## src/rtl/shift_register_param.sv

```systemverilog
// shift_register_param: parametrised load/shift register with five shift modes,
// a single-shift strobe and an auto-shift engine (N shifts from one start pulse)
// with a busy/done handshake.
// Optional feature macro: SHREG_PARITY_EN (combinational XOR-reduction parity of pout).
module shift_register_param #(
    parameter int WIDTH = 10,
    parameter int CNT_W = $clog2(WIDTH + 1)
) (
    input  logic             clk,
    input  logic             rst,
    input  logic             clr,
    input  logic [WIDTH-1:0] pin,
    input  logic             sload,
    input  logic             serin,
    input  logic [2:0]       mode,
    input  logic             sshift,
    input  logic             start,
    input  logic [CNT_W-1:0] cnt,
    output logic             busy,
    output logic             done,
    output logic             lout,
    output logic [WIDTH-1:0] pout,
    output logic             parity
);

    typedef enum logic {
        S_IDLE,
        S_RUN
    } state_e;

    typedef enum logic [2:0] {
        M_SHL = 3'b000,
        M_SHR = 3'b001,
        M_ROL = 3'b010,
        M_ROR = 3'b011,
        M_ASR = 3'b100
    } mode_e;

    state_e             state_q, state_d;
    logic [CNT_W-1:0]   count_q, count_d;
    logic [2:0]         mode_q, mode_d;
    logic [WIDTH-1:0]   pout_q, pout_d;
    logic               lout_q, lout_d;
    logic               done_q, done_d;

    logic [2:0]         sh_mode;
    logic [WIDTH-1:0]   sh_pout;
    logic               sh_lout;

    // Shifted value for the active mode: latched mode while running, live mode otherwise
    always_comb begin
        sh_mode = (state_q == S_RUN) ? mode_q : mode;
        sh_pout = pout_q;
        sh_lout = lout_q;
        case (sh_mode)
            M_SHL: begin
                sh_pout = {pout_q[WIDTH-2:0], serin};
                sh_lout = pout_q[WIDTH-1];
            end
            M_SHR: begin
                sh_pout = {serin, pout_q[WIDTH-1:1]};
                sh_lout = pout_q[0];
            end
            M_ROL: begin
                sh_pout = {pout_q[WIDTH-2:0], pout_q[WIDTH-1]};
                sh_lout = pout_q[WIDTH-1];
            end
            M_ROR: begin
                sh_pout = {pout_q[0], pout_q[WIDTH-1:1]};
                sh_lout = pout_q[0];
            end
            M_ASR: begin
                sh_pout = {pout_q[WIDTH-1], pout_q[WIDTH-1:1]};
                sh_lout = pout_q[0];
            end
            default: begin
                sh_pout = pout_q;
                sh_lout = lout_q;
            end
        endcase
    end

    // Next-state: clr > sload > auto-shift step > start > sshift > hold
    always_comb begin
        state_d = state_q;
        count_d = count_q;
        mode_d  = mode_q;
        pout_d  = pout_q;
        lout_d  = lout_q;
        done_d  = 1'b0;
        if (clr) begin
            state_d = S_IDLE;
            count_d = '0;
            mode_d  = '0;
            pout_d  = '0;
            lout_d  = 1'b0;
        end else if (sload) begin
            // a load during RUN aborts the sequence without a done pulse
            state_d = S_IDLE;
            count_d = '0;
            pout_d  = pin;
            lout_d  = 1'b0;
        end else if (state_q == S_RUN) begin
            pout_d  = sh_pout;
            lout_d  = sh_lout;
            count_d = count_q - CNT_W'(1);
            if (count_q == CNT_W'(1)) begin
                state_d = S_IDLE;
                done_d  = 1'b1;
            end
        end else if (start) begin
            if (cnt != '0) begin
                state_d = S_RUN;
                count_d = cnt;
                mode_d  = mode;
            end else begin
                done_d  = 1'b1;
            end
        end else if (sshift) begin
            pout_d = sh_pout;
            lout_d = sh_lout;
        end
    end

    // State and datapath registers
    always_ff @(posedge clk or posedge rst) begin
        if (rst) begin
            state_q <= S_IDLE;
            count_q <= '0;
            mode_q  <= '0;
            pout_q  <= '0;
            lout_q  <= 1'b0;
            done_q  <= 1'b0;
        end else begin
            state_q <= state_d;
            count_q <= count_d;
            mode_q  <= mode_d;
            pout_q  <= pout_d;
            lout_q  <= lout_d;
            done_q  <= done_d;
        end
    end

    assign busy = (state_q == S_RUN);
    assign done = done_q;
    assign lout = lout_q;
    assign pout = pout_q;

`ifdef SHREG_PARITY_EN
    assign parity = ^pout_q;
`else
    assign parity = 1'b0;
`endif

endmodule

```

## config.mk

```make
export PLATFORM = sky130hd
export DESIGN_NAME = shift_register_param
export DESIGN_NICKNAME = d
export VERILOG_FILES = /design/src/rtl/shift_register_param.sv
export SDC_FILE = /design/constraint.sdc
export NUM_CORES = 1
export LEC_CHECK = 0
export CELL_PAD_IN_SITES_DETAIL_PLACEMENT = 1
export CELL_PAD_IN_SITES_GLOBAL_PLACEMENT = 1
export CORE_MARGIN = 5
export CORE_UTILIZATION = 38
export DETAILED_ROUTE_END_ITERATION = 10
export PLACE_DENSITY = 0.88
export SYNTH_ARGS = -nofsm -noshare
export SYNTH_HDL_FRONTEND = slang
export SYNTH_SLANG_ARGS = --single-unit
```

## constraint.sdc

```tcl
create_clock -name clk -period 6 [get_ports clk]
set_clock_uncertainty 0.05 [all_clocks]
set_input_delay 1.2 -clock clk [delete_from_list [all_inputs] [get_ports clk]]
set_output_delay 1.2 -clock clk [all_outputs]
set_load 0.01 [all_outputs]
```

==> results.yml, run 1 <==
logic_synthesis:
  ys_seq_area_share_pct: 38.5
  synth.distinct_cells: 36
  synth_flop_cell: "dfrtp_1"
  synth_cells: 136
  ys_warn_count: 0
  ys_ff_latch: 20
  synthArstFlopShare_pct: 100
  synth.cell_area_mm2: 0.00130
  synth_area_leaders: "dfrtp_1 (38%), mux2_4 (6.9%), mux2i_1 (6.2%)"
  yosysMostFrequentCell: "dfrtp_1"
  synth_fp_nets: 162
  synthTopCellsByCount: "dfrtp_1 (20), nor2_1 (14), mux2i_1 (8), nor4b_1 (8)"
  syn_avg_cell_area_um2: 9.56
  post-synth-top-area-cell: "dfrtp_1"
  synth_edf_count: 0
  yosysTopAreaCellShare_pct: 38.5
die:
  core_mm2: 0.00334
  fp.dieW_um: 68.5
  initial_core_util_pct: 39.0
  rows: 21
  die-area_mm2: 0.00469
  io_pins: 38
  die_h_um: 68.5
cts:
  cts_resized: 0
  ctsHoldBuffers: 0
  cts_tree: "yes"
  cts_buffers: 3
  cts_htree_levels: 1
  postCtsSetupBuffers: 0
  cts.clk_slew.worst_paths_ns: 0.13
  cts_sinks: 20
  worstSkewPairLatency_ns: 0.33
  clk_path_buf_depth: 2
  cts_root_buf: "clkbuf_4"
setup_path:
  critical_path.top_delay_family: "compound AO/OA/AOI/OAI gates"
  cp-startpoint: "mode[0]"
  cp_slowest_cell: "a311o_1"
  r2r_cells: 5
  path_max_fanout: 10
  cp.required_ns: 6.15
  worstSetupPathType: "in2reg"
  cp.buffers_inverters: 1
  slowest_delay_ns: 0.57
  critPathLaunchType: "primary input"
  crit_path_end_kind: "flip-flop"
  r2r_setup_slack_ns: 3.44
  r2r_start: "busy"
  reg2reg_to: "pout[6]"
  cp.arrival_ns: 3.40
  path_cells: "clkdlybuf4s50_1, or2b_1, o21ai_2, a311o_1, mux2_4, a221o_1"
grt:
  track_usage_pct: 19.0
  grt_pass1_vias: 1287
  gr-total-overflow: 0
  antenna_found_initial: 0
  grt_pass1_wl_mm: 6.60
  grt_max_degree: 21
route:
  vias: 1218
  drtPass1Iterations: 4
  drt-initial-drc-count: 79
  wl_per_cell_um: 19.2
  antenna_left: 0
  via_per_inst: 5.69
  drcViolationCount: 0
  drt-total-wl_mm: 4.11
sta:
  rsz0062_at_grt: "false"
  fin_crit_sh_pct: 54.2
  finalSetupViolCount: 0
  finalSetupTns_ns: 0
  relSlewSlack_pct: 47.5
  holdWs_ns: 0.530
  worst_slew_pin_slew_ns: 0.787
  final_hold_viol_count: 0
  layout_min_cycle_time_ns: 3.25
  slew_violations: 0
  max_freq_ghz: 0.308
pwr:
  ir_worst_vdd_mv: 0.224
  p_leak_nw: 0.679
  power_density_mw_per_mm2: 204
hold_path:
  worstHoldStart: "count_q[0]"
  min_to: "count_q[0]"
  worstHoldPathType: "reg2reg"
  whs_path_depth: 1
cells_and_area:
  drive_gt1_share_pct: 7.74
  nets: 195
  syn2layout_area_growth_pct: 32.4
  antennaDiodeCount: 0
job:
  cap_viol_max_count: 0
placed_design:
  io_buffers: 36
  gp_congestion: 0.818
  dpl.hpwl_mm: 3.09
outcome:
  status: "finished clean"
cell type report:
cell class                 count  area [um^2]
clock buffer                   3         22.5
clock inverter                 1         30.0
fill                         397         1620
inverter                       7         26.3
multi-input combinational    101          724
sequential                    20          500
tap                           46         57.6
timing repair buffer          36          360
layer usage:
| layer | global-route usage (%) | wire [um] | share of wire (%) | vias up |
|---|---|---|---|---|
| met5 | 0 | 0 | 0 | - |
| li1 | - | - | - | 571 |
| met4 | 5.96 | 89 | 2.2 | 0 |
| met2 | 33.4 | 2210 | 54 | 40 |
| met1 | 23.3 | 1650 | 40 | 593 |
| met3 | 3.73 | 162 | 3.9 | 14 |
worst reg2reg max path, cell delays in order (launching register included):
cell     delay (ns)
dfrtp_1        0.64
or2b_1         0.34
o21ai_2        0.15
a311o_1        0.57
mux2_4         0.36
a221o_1        0.32
state kept, by name, indices dropped and copies added, names as in the netlist:
register / cells
pout: 10
count_q: 4
mode_q: 3
lout: 1
done: 1
busy: 1
how the worst max path moves through the flow:
| stage | end | cells after the start |
|---|---|---|
| 2_1_floorplan | pout[8] | 6 |
| 3_3_place_gp | pout[6] | 6 |
| 3_5_place_dp | pout[8] | 6 |
| 4_1_cts | pout[6] | 6 |
| 5_1_grt | pout[6] | 6 |
| 6_report | pout[6] | 6 |
cell families after synthesis:
| group | synth area share, % |
|---|---|
| fa+ha+maj | 1.92 |
| other cells | 0.288 |
| mux | 14.0 |
| flops | 38.5 |
| buf+inv | 5.77 |
| simple gates | 21.0 |
| compound gates | 18.6 |
metrics by stage:
step                utilization (%)  instances  instance area (um^2)  power [mW]  worst slack, ns
finish                         51.6        214                  1720       0.352             2.75
global route                   51.6        214                  1720       0.367             2.69
CTS                            51.6        214                  1720       0.355             2.78
detailed placement             50.0        210                  1670       0.239             2.44
global placement               50.0        210                  1670       0.235             2.50
floorplan                         -        136                  1300       0.200             3.38
report_power, final:
group	leakage [nW]	total, mW	switching, mW	internal (mW)
clock network	0.0279	0.115	0.0474	0.0677
logic	0.382	0.0843	0.0396	0.0447
registers	0.269	0.152	0.0104	0.142
total	0.679	0.352	0.0975	0.254
cells in the final DEF (no fill, tap or decap), types with 3 or more instances in the layout:
cell	Yosys	final
a211oi_1	3	3
a21oi_1	6	6
a221o_1	6	6
a32oi_1	4	4
clkbuf_4	0	3
clkdlybuf4s50_1	0	36
dfrtp_1	20	20
inv_1	6	6
mux2_4	6	6
mux2i_1	8	8
nand2_1	7	7
nor2_1	14	14
nor2b_1	3	3
nor3_1	6	6
nor4b_1	8	8
o21ai_0	3	3
o21ai_1	7	7
Power figures use the tool's default switching activity.
==> run 2, diff against run 1 <==
--- a/config.mk
+++ b/config.mk
@@ -8,9 +8,9 @@
 export CELL_PAD_IN_SITES_DETAIL_PLACEMENT = 1
 export CELL_PAD_IN_SITES_GLOBAL_PLACEMENT = 1
 export CORE_MARGIN = 5
-export CORE_UTILIZATION = 38
+export CORE_UTILIZATION = 32
 export DETAILED_ROUTE_END_ITERATION = 10
-export PLACE_DENSITY = 0.88
+export PLACE_DENSITY = 0.79
 export SYNTH_ARGS = -nofsm -noshare
 export SYNTH_HDL_FRONTEND = slang
 export SYNTH_SLANG_ARGS = --single-unit
==> constraint.sdc (replaced) <==
create_clock -name clk -period 2.91 [get_ports clk]
set_clock_uncertainty 0.05 [all_clocks]
set_input_delay 0.582 -clock clk [delete_from_list [all_inputs] [get_ports clk]]
set_output_delay 0.582 -clock clk [all_outputs]
set_load 0.01 [all_outputs]
==> run 2 against run 1 <==
Clock-buffer cell count increased by 1; sequential power increased by 110%; via count unchanged; global-route usage decreased by 3.5 points.
==> results.yml, run 2 (synthesis results as in run 1) <==
die:
  core_mm2: 0.00397
  io_pins: 38
  initial_core_util_pct: 32.7
  die-area_mm2: 0.00544
  fp.dieW_um: 73.7
  die_h_um: 73.7
  rows: 23
cells_and_area:
  final_cells: 222
  nets: 199
  fillers: 452
  final-seq-area_um2: 500
  syn2layout_area_growth_pct: 35.3
  final_cell_mix: "clkdlybuf4s50_1 (36), dfrtp_1 (20), nor2_1 (14), nor4b_1 (8), mux2i_1 (8)"
  final_common_cell: "clkdlybuf4s50_1"
  largest_reg_flops: 10
  drive_gt1_share_pct: 9.88
  design_area_mm2: 0.00176
  multi_input_area_um2: 724
  antennaDiodeCount: 0
grt:
  track_usage_pct: 15.5
  antenna_found_initial: 0
  grt_max_degree: 21
  grt_pass1_wl_mm: 6.56
  grt_pass1_vias: 1294
  gr-total-overflow: 0
route:
  drt-initial-drc-count: 70
  highest_layer: "met4"
  vias: 1218
  drt-total-wl_mm: 3.93
  drcViolationCount: 0
  dr_wl_met2_mm: 2.05
  antenna_left: 0
  drtPass1Iterations: 4
  met1_length_mm: 1.67
  route.met3.wl_um: 185
  via_per_inst: 5.49
  wl_per_cell_um: 17.7
setup_path:
  crit_path_end_kind: "flip-flop"
  r2r_setup_slack_ns: 0.62
  r2r_cells: 6
  path_cells: "clkdlybuf4s50_1, or2b_1, o21ai_2, a311o_1, buf_4, mux2_4, a221o_1"
  cp.required_ns: 3.01
  path_max_fanout: 10
  slowest_delay_ns: 0.55
  critPathLaunchType: "primary input"
  cp_slowest_cell: "clkdlybuf4s50_1"
  worstSetupPathType: "in2reg"
  r2r_start: "busy"
  cp.arrival_ns: 2.56
  reg2reg_to: "pout[8]"
placed_design:
  io_buffers: 36
  dpl_cell_area_mm2: 0.00170
  place_inst: 218
  dpl.hpwl_mm: 3.00
  gp_congestion: 0.886
outcome:
  status: "finished clean"
job:
  cap_viol_max_count: 0
cts:
  ctsHoldBuffers: 0
  cts.clk_slew.worst_paths_ns: 0.08
  cts_buffers: 3
  cts_root_buf: "clkbuf_8"
  postCtsSetupBuffers: 0
  cts_resized: 0
  clk_path_buf_depth: 2
  worstSkewPairLatency_ns: 0.26
  cts_htree_levels: 1
  cts_tree: "yes"
  cts_sinks: 20
hold_path:
  worstHoldStart: "count_q[0]"
  min_to: "count_q[0]"
  worstHoldPathType: "reg2reg"
  whs_path_depth: 1
pwr:
  ir_worst_vdd_mv: 0.187
  clock_power_share_pct: 31.0
  p_seq_share_pct: 44.1
  power.internal_uw: 509
  comb_power_share_pct: 24.9
  swShare_pct: 28.6
  p_leak_nw: 0.699
  power_density_mw_per_mm2: 405
  p_sw_uw: 204
sta:
  rsz0062_at_grt: "false"
  holdWs_ns: 0.516
  relSlewSlack_pct: 47.6
  fin_crit_sh_pct: 84.4
  worst_slew_pin_slew_ns: 0.785
  layout_min_cycle_time_ns: 2.46
  max_freq_ghz: 0.407
  finalSetupViolCount: 0
  finalSetupTns_ns: 0
  final_hold_viol_count: 0
  slew_violations: 0
## run 2: metal layers
metal,global-route usage (%),up-vias
met5,0,-
met4,3.02,0
met3,3.01,2
met2,27.2,34
met1,19.8,609
li1,-,573
## run 2: critical path: cells and delay by family
family	cells	cell delay [ns]
AOI/OAI and AO/OA	3	0.63
and+or+nand+nor	1	0.26
buffers and inverters	2	0.77
muxes	1	0.32
## run 2: power by group through the flow
stage	Combinational, mW	Clock (mW)	Sequential, mW
6_report	0.177	0.221	0.314
5_1_grt	0.193	0.240	0.317
4_1_cts	0.178	0.223	0.314
3_5_place_dp	0.177	0	0.320
3_3_place_gp	0.172	0	0.318
2_1_floorplan	0.0961	0	0.316
## run 2: area by class of cell
class / instances / share of cell area (%)
clock buffer: 4 / 3.13
multi-input combinational: 101 / 41.2
inverter: 7 / 1.49
tap: 50 / 3.56
timing repair buffer: 40 / 22.2
sequential: 20 / 28.4
## run 2: worst max path at each step
stage | startpoint | end | slack [ns] | cells after the start
floorplan | mode[0] | pout[8] | 0.91 | 6
global placement | mode[0] | pout[8] | 0.29 | 7
detailed placement | mode[0] | pout[8] | 0.19 | 7
CTS | mode[0] | pout[8] | 0.46 | 7
global route | mode[0] | pout[8] | 0.40 | 7
finish | mode[0] | pout[8] | 0.45 | 7
## run 2: metrics by stage
step | setup WS (ns) | total power [mW] | util, %
global route | 0.403 | 0.749 | 44.3
detailed placement | 0.195 | 0.496 | 42.9
floorplan | 0.910 | 0.412 | -
finish | 0.453 | 0.713 | 44.3
global placement | 0.285 | 0.491 | 42.9
CTS | 0.459 | 0.715 | 44.3
==> run 3, diff against run 2 <==
==> constraint.sdc (replaced) <==
create_clock -name clk -period 2.2 [get_ports clk]
set_clock_uncertainty 0.05 [all_clocks]
set_input_delay 0.44 -clock clk [delete_from_list [all_inputs] [get_ports clk]]
set_output_delay 0.44 -clock clk [all_outputs]
set_load 0.01 [all_outputs]
==> run 3 against run 2 <==
Sequential power is 31% higher; hold slack worse by 0.056 ns; global-route usage increased by 1.3 points; clock-buffer cell count unchanged; first-iteration DRC count rose by 31%; non-clock buffer count up 14; critical endpoint is now pout[0]; setup slack got worse by 0.34 ns; largest power group unchanged; sequential share of layout area is 2.1 points lower; wire length grew 8.2%; utilization increased by 3.6 points; highest routed layer unchanged; final cell count is 6.3% higher.
==> results.yml, run 3 (synthesis results as in run 1) <==
outcome:
  status: "finished clean"
route:
  drt-total-wl_mm: 4.26
  vias: 1295
  via_per_inst: 5.49
  wl_per_cell_um: 18.0
  antenna_left: 0
  drt-initial-drc-count: 92
  drtPass1Iterations: 4
  drcViolationCount: 0
setup_path:
  r2r_setup_slack_ns: 0.16
  worstSetupPathType: "in2reg"
  cp.required_ns: 2.33
  cp_slowest_cell: "or4_1"
  slowest_delay_ns: 0.53
  crit_path_end_kind: "flip-flop"
  r2r_cells: 8
  path_max_fanout: 3
  path_cells: "clkdlybuf4s50_1, o21ai_2, a31oi_2, or2_1, or4_1, o31ai_2"
  r2r_start: "busy"
  reg2reg_to: "pout[8]"
  cp.arrival_ns: 2.21
  critPathLaunchType: "primary input"
cts:
  cts_sinks: 20
  cts.clk_slew.worst_paths_ns: 0.08
  cts_buffers: 3
  cts_root_buf: "clkbuf_8"
  cts_htree_levels: 1
  clk_path_buf_depth: 2
  cts_tree: "yes"
  worstSkewPairLatency_ns: 0.26
grt:
  grt_pass1_vias: 1398
  grt_max_degree: 21
  track_usage_pct: 16.8
  gr-total-overflow: 0
  grt_pass1_wl_mm: 7.06
  antenna_found_initial: 0
cells_and_area:
  syn2layout_area_growth_pct: 46.2
  largest_reg_flops: 10
  drive_gt1_share_pct: 18.8
  final_common_cell: "clkdlybuf4s50_1"
  final_cell_mix: "clkdlybuf4s50_1 (34), dfrtp_1 (20), buf_4 (17), nor2_1 (13), mux2i_1 (8)"
  fin_util_pct: 47.9
  antennaDiodeCount: 0
  design_area_mm2: 0.00190
  nets: 213
hold_path:
  worstHoldPathType: "in2async"
placed_design:
  dpl_cell_area_mm2: 0.00182
  io_buffers: 36
  dpl.hpwl_mm: 3.24
  gp_congestion: 0.808
  dp_slack_ns: -0.321
sta:
  max_freq_ghz: 0.480
  relSlewSlack_pct: 52.0
  slew_violations: 0
  worst_slack_ns: 0.115
  fin_crit_sh_pct: 94.8
  rsz0062_at_grt: "false"
  layout_min_cycle_time_ns: 2.09
  finalSetupViolCount: 0
  worst_slew_pin_slew_ns: 0.719
  final_hold_viol_count: 0
die:
  fp.dieW_um: 73.7
  initial_core_util_pct: 32.7
  rows: 23
  die-area_mm2: 0.00544
  die_h_um: 73.7
  core_mm2: 0.00397
  io_pins: 38
pwr:
  power.internal_uw: 697
  ir_worst_vdd_mv: 0.178
  total_power_uw: 980
  p_leak_nw: 0.792
  comb_power_share_pct: 27.8
  p_seq_share_pct: 42.0
  p_sw_uw: 283
  power_density_mw_per_mm2: 516
  swShare_pct: 28.9
  clock_power_share_pct: 30.2
job:
  cap_viol_max_count: 0
==> run 3: power groups by stage <==
stage          logic (mW)  registers [mW]  clock network, mW
2_1_floorplan       0.127           0.417                  0
3_3_place_gp        0.258           0.417                  0
3_5_place_dp        0.267           0.419                  0
4_1_cts             0.271           0.411              0.297
5_1_grt             0.296           0.415              0.321
6_report            0.272           0.412              0.296
==> run 3: final cells by class <==
| type | count | area, um^2 |
|---|---|---|
| fill | 454 | 2070 |
| multi-input combinational | 101 | 743 |
| timing repair buffer | 54 | 513 |
| sequential | 20 | 500 |
| tap | 50 | 62.6 |
| clock buffer | 4 | 55.1 |
| inverter | 7 | 26.3 |
==> run 3: worst max-delay path by stage <==
stage	startpoint	endpoint	slack [ns]	depth (start not counted)
2_1_floorplan	busy	pout[8]	0.23	7
3_3_place_gp	mode[2]	pout[4]	-0.22	8
3_5_place_dp	mode[2]	pout[6]	-0.32	8
4_1_cts	mode[0]	pout[6]	0.003	7
5_1_grt	busy	pout[6]	0.03	8
6_report	mode[1]	pout[0]	0.11	6
==> run 3: per-stage QoR <==
step / std cells / hold slack, ns / setup TNS (ns)
final: 236 / 0.461 / 0
after detailed placement: 232 / 0.502 / -2.61
after global placement: 232 / 0.484 / -1.81
after global routing: 236 / 0.484 / 0
after floorplan: 136 / 0.354 / 0
after CTS: 236 / 0.478 / 0
==> run 3: timing repair <==
item / 4_1_cts / 5_1_grt
endpoints found under the setup margin: 7 / 8
gates resized for setup: 1 / 5
gates cloned: 0 / 0
pin swaps: 0 / 1
hold buffers: 0 / 0
setup buffers: 0 / 0
endpoints found under the hold margin: 0 / 0
==> run 3: metal layers <==
layer | part of all wire (%) | up-vias | GRT usage, % | routed length (um)
met2 | 52 | 29 | 28.4 | 2210
li1 | - | 602 | - | -
met4 | 1.3 | 0 | 4.43 | 56
met3 | 3.6 | 6 | 2.19 | 154
met1 | 43 | 658 | 22.4 | 1830
met5 | 0 | - | 0 | 0
==> run 3: critical path: cells and delay by family <==
family	cells	cell delay, ns
AND/OR/NAND/NOR	2	0.76
buffers and inverters	1	0.46
AO/OA/AOI/OAI	3	0.54
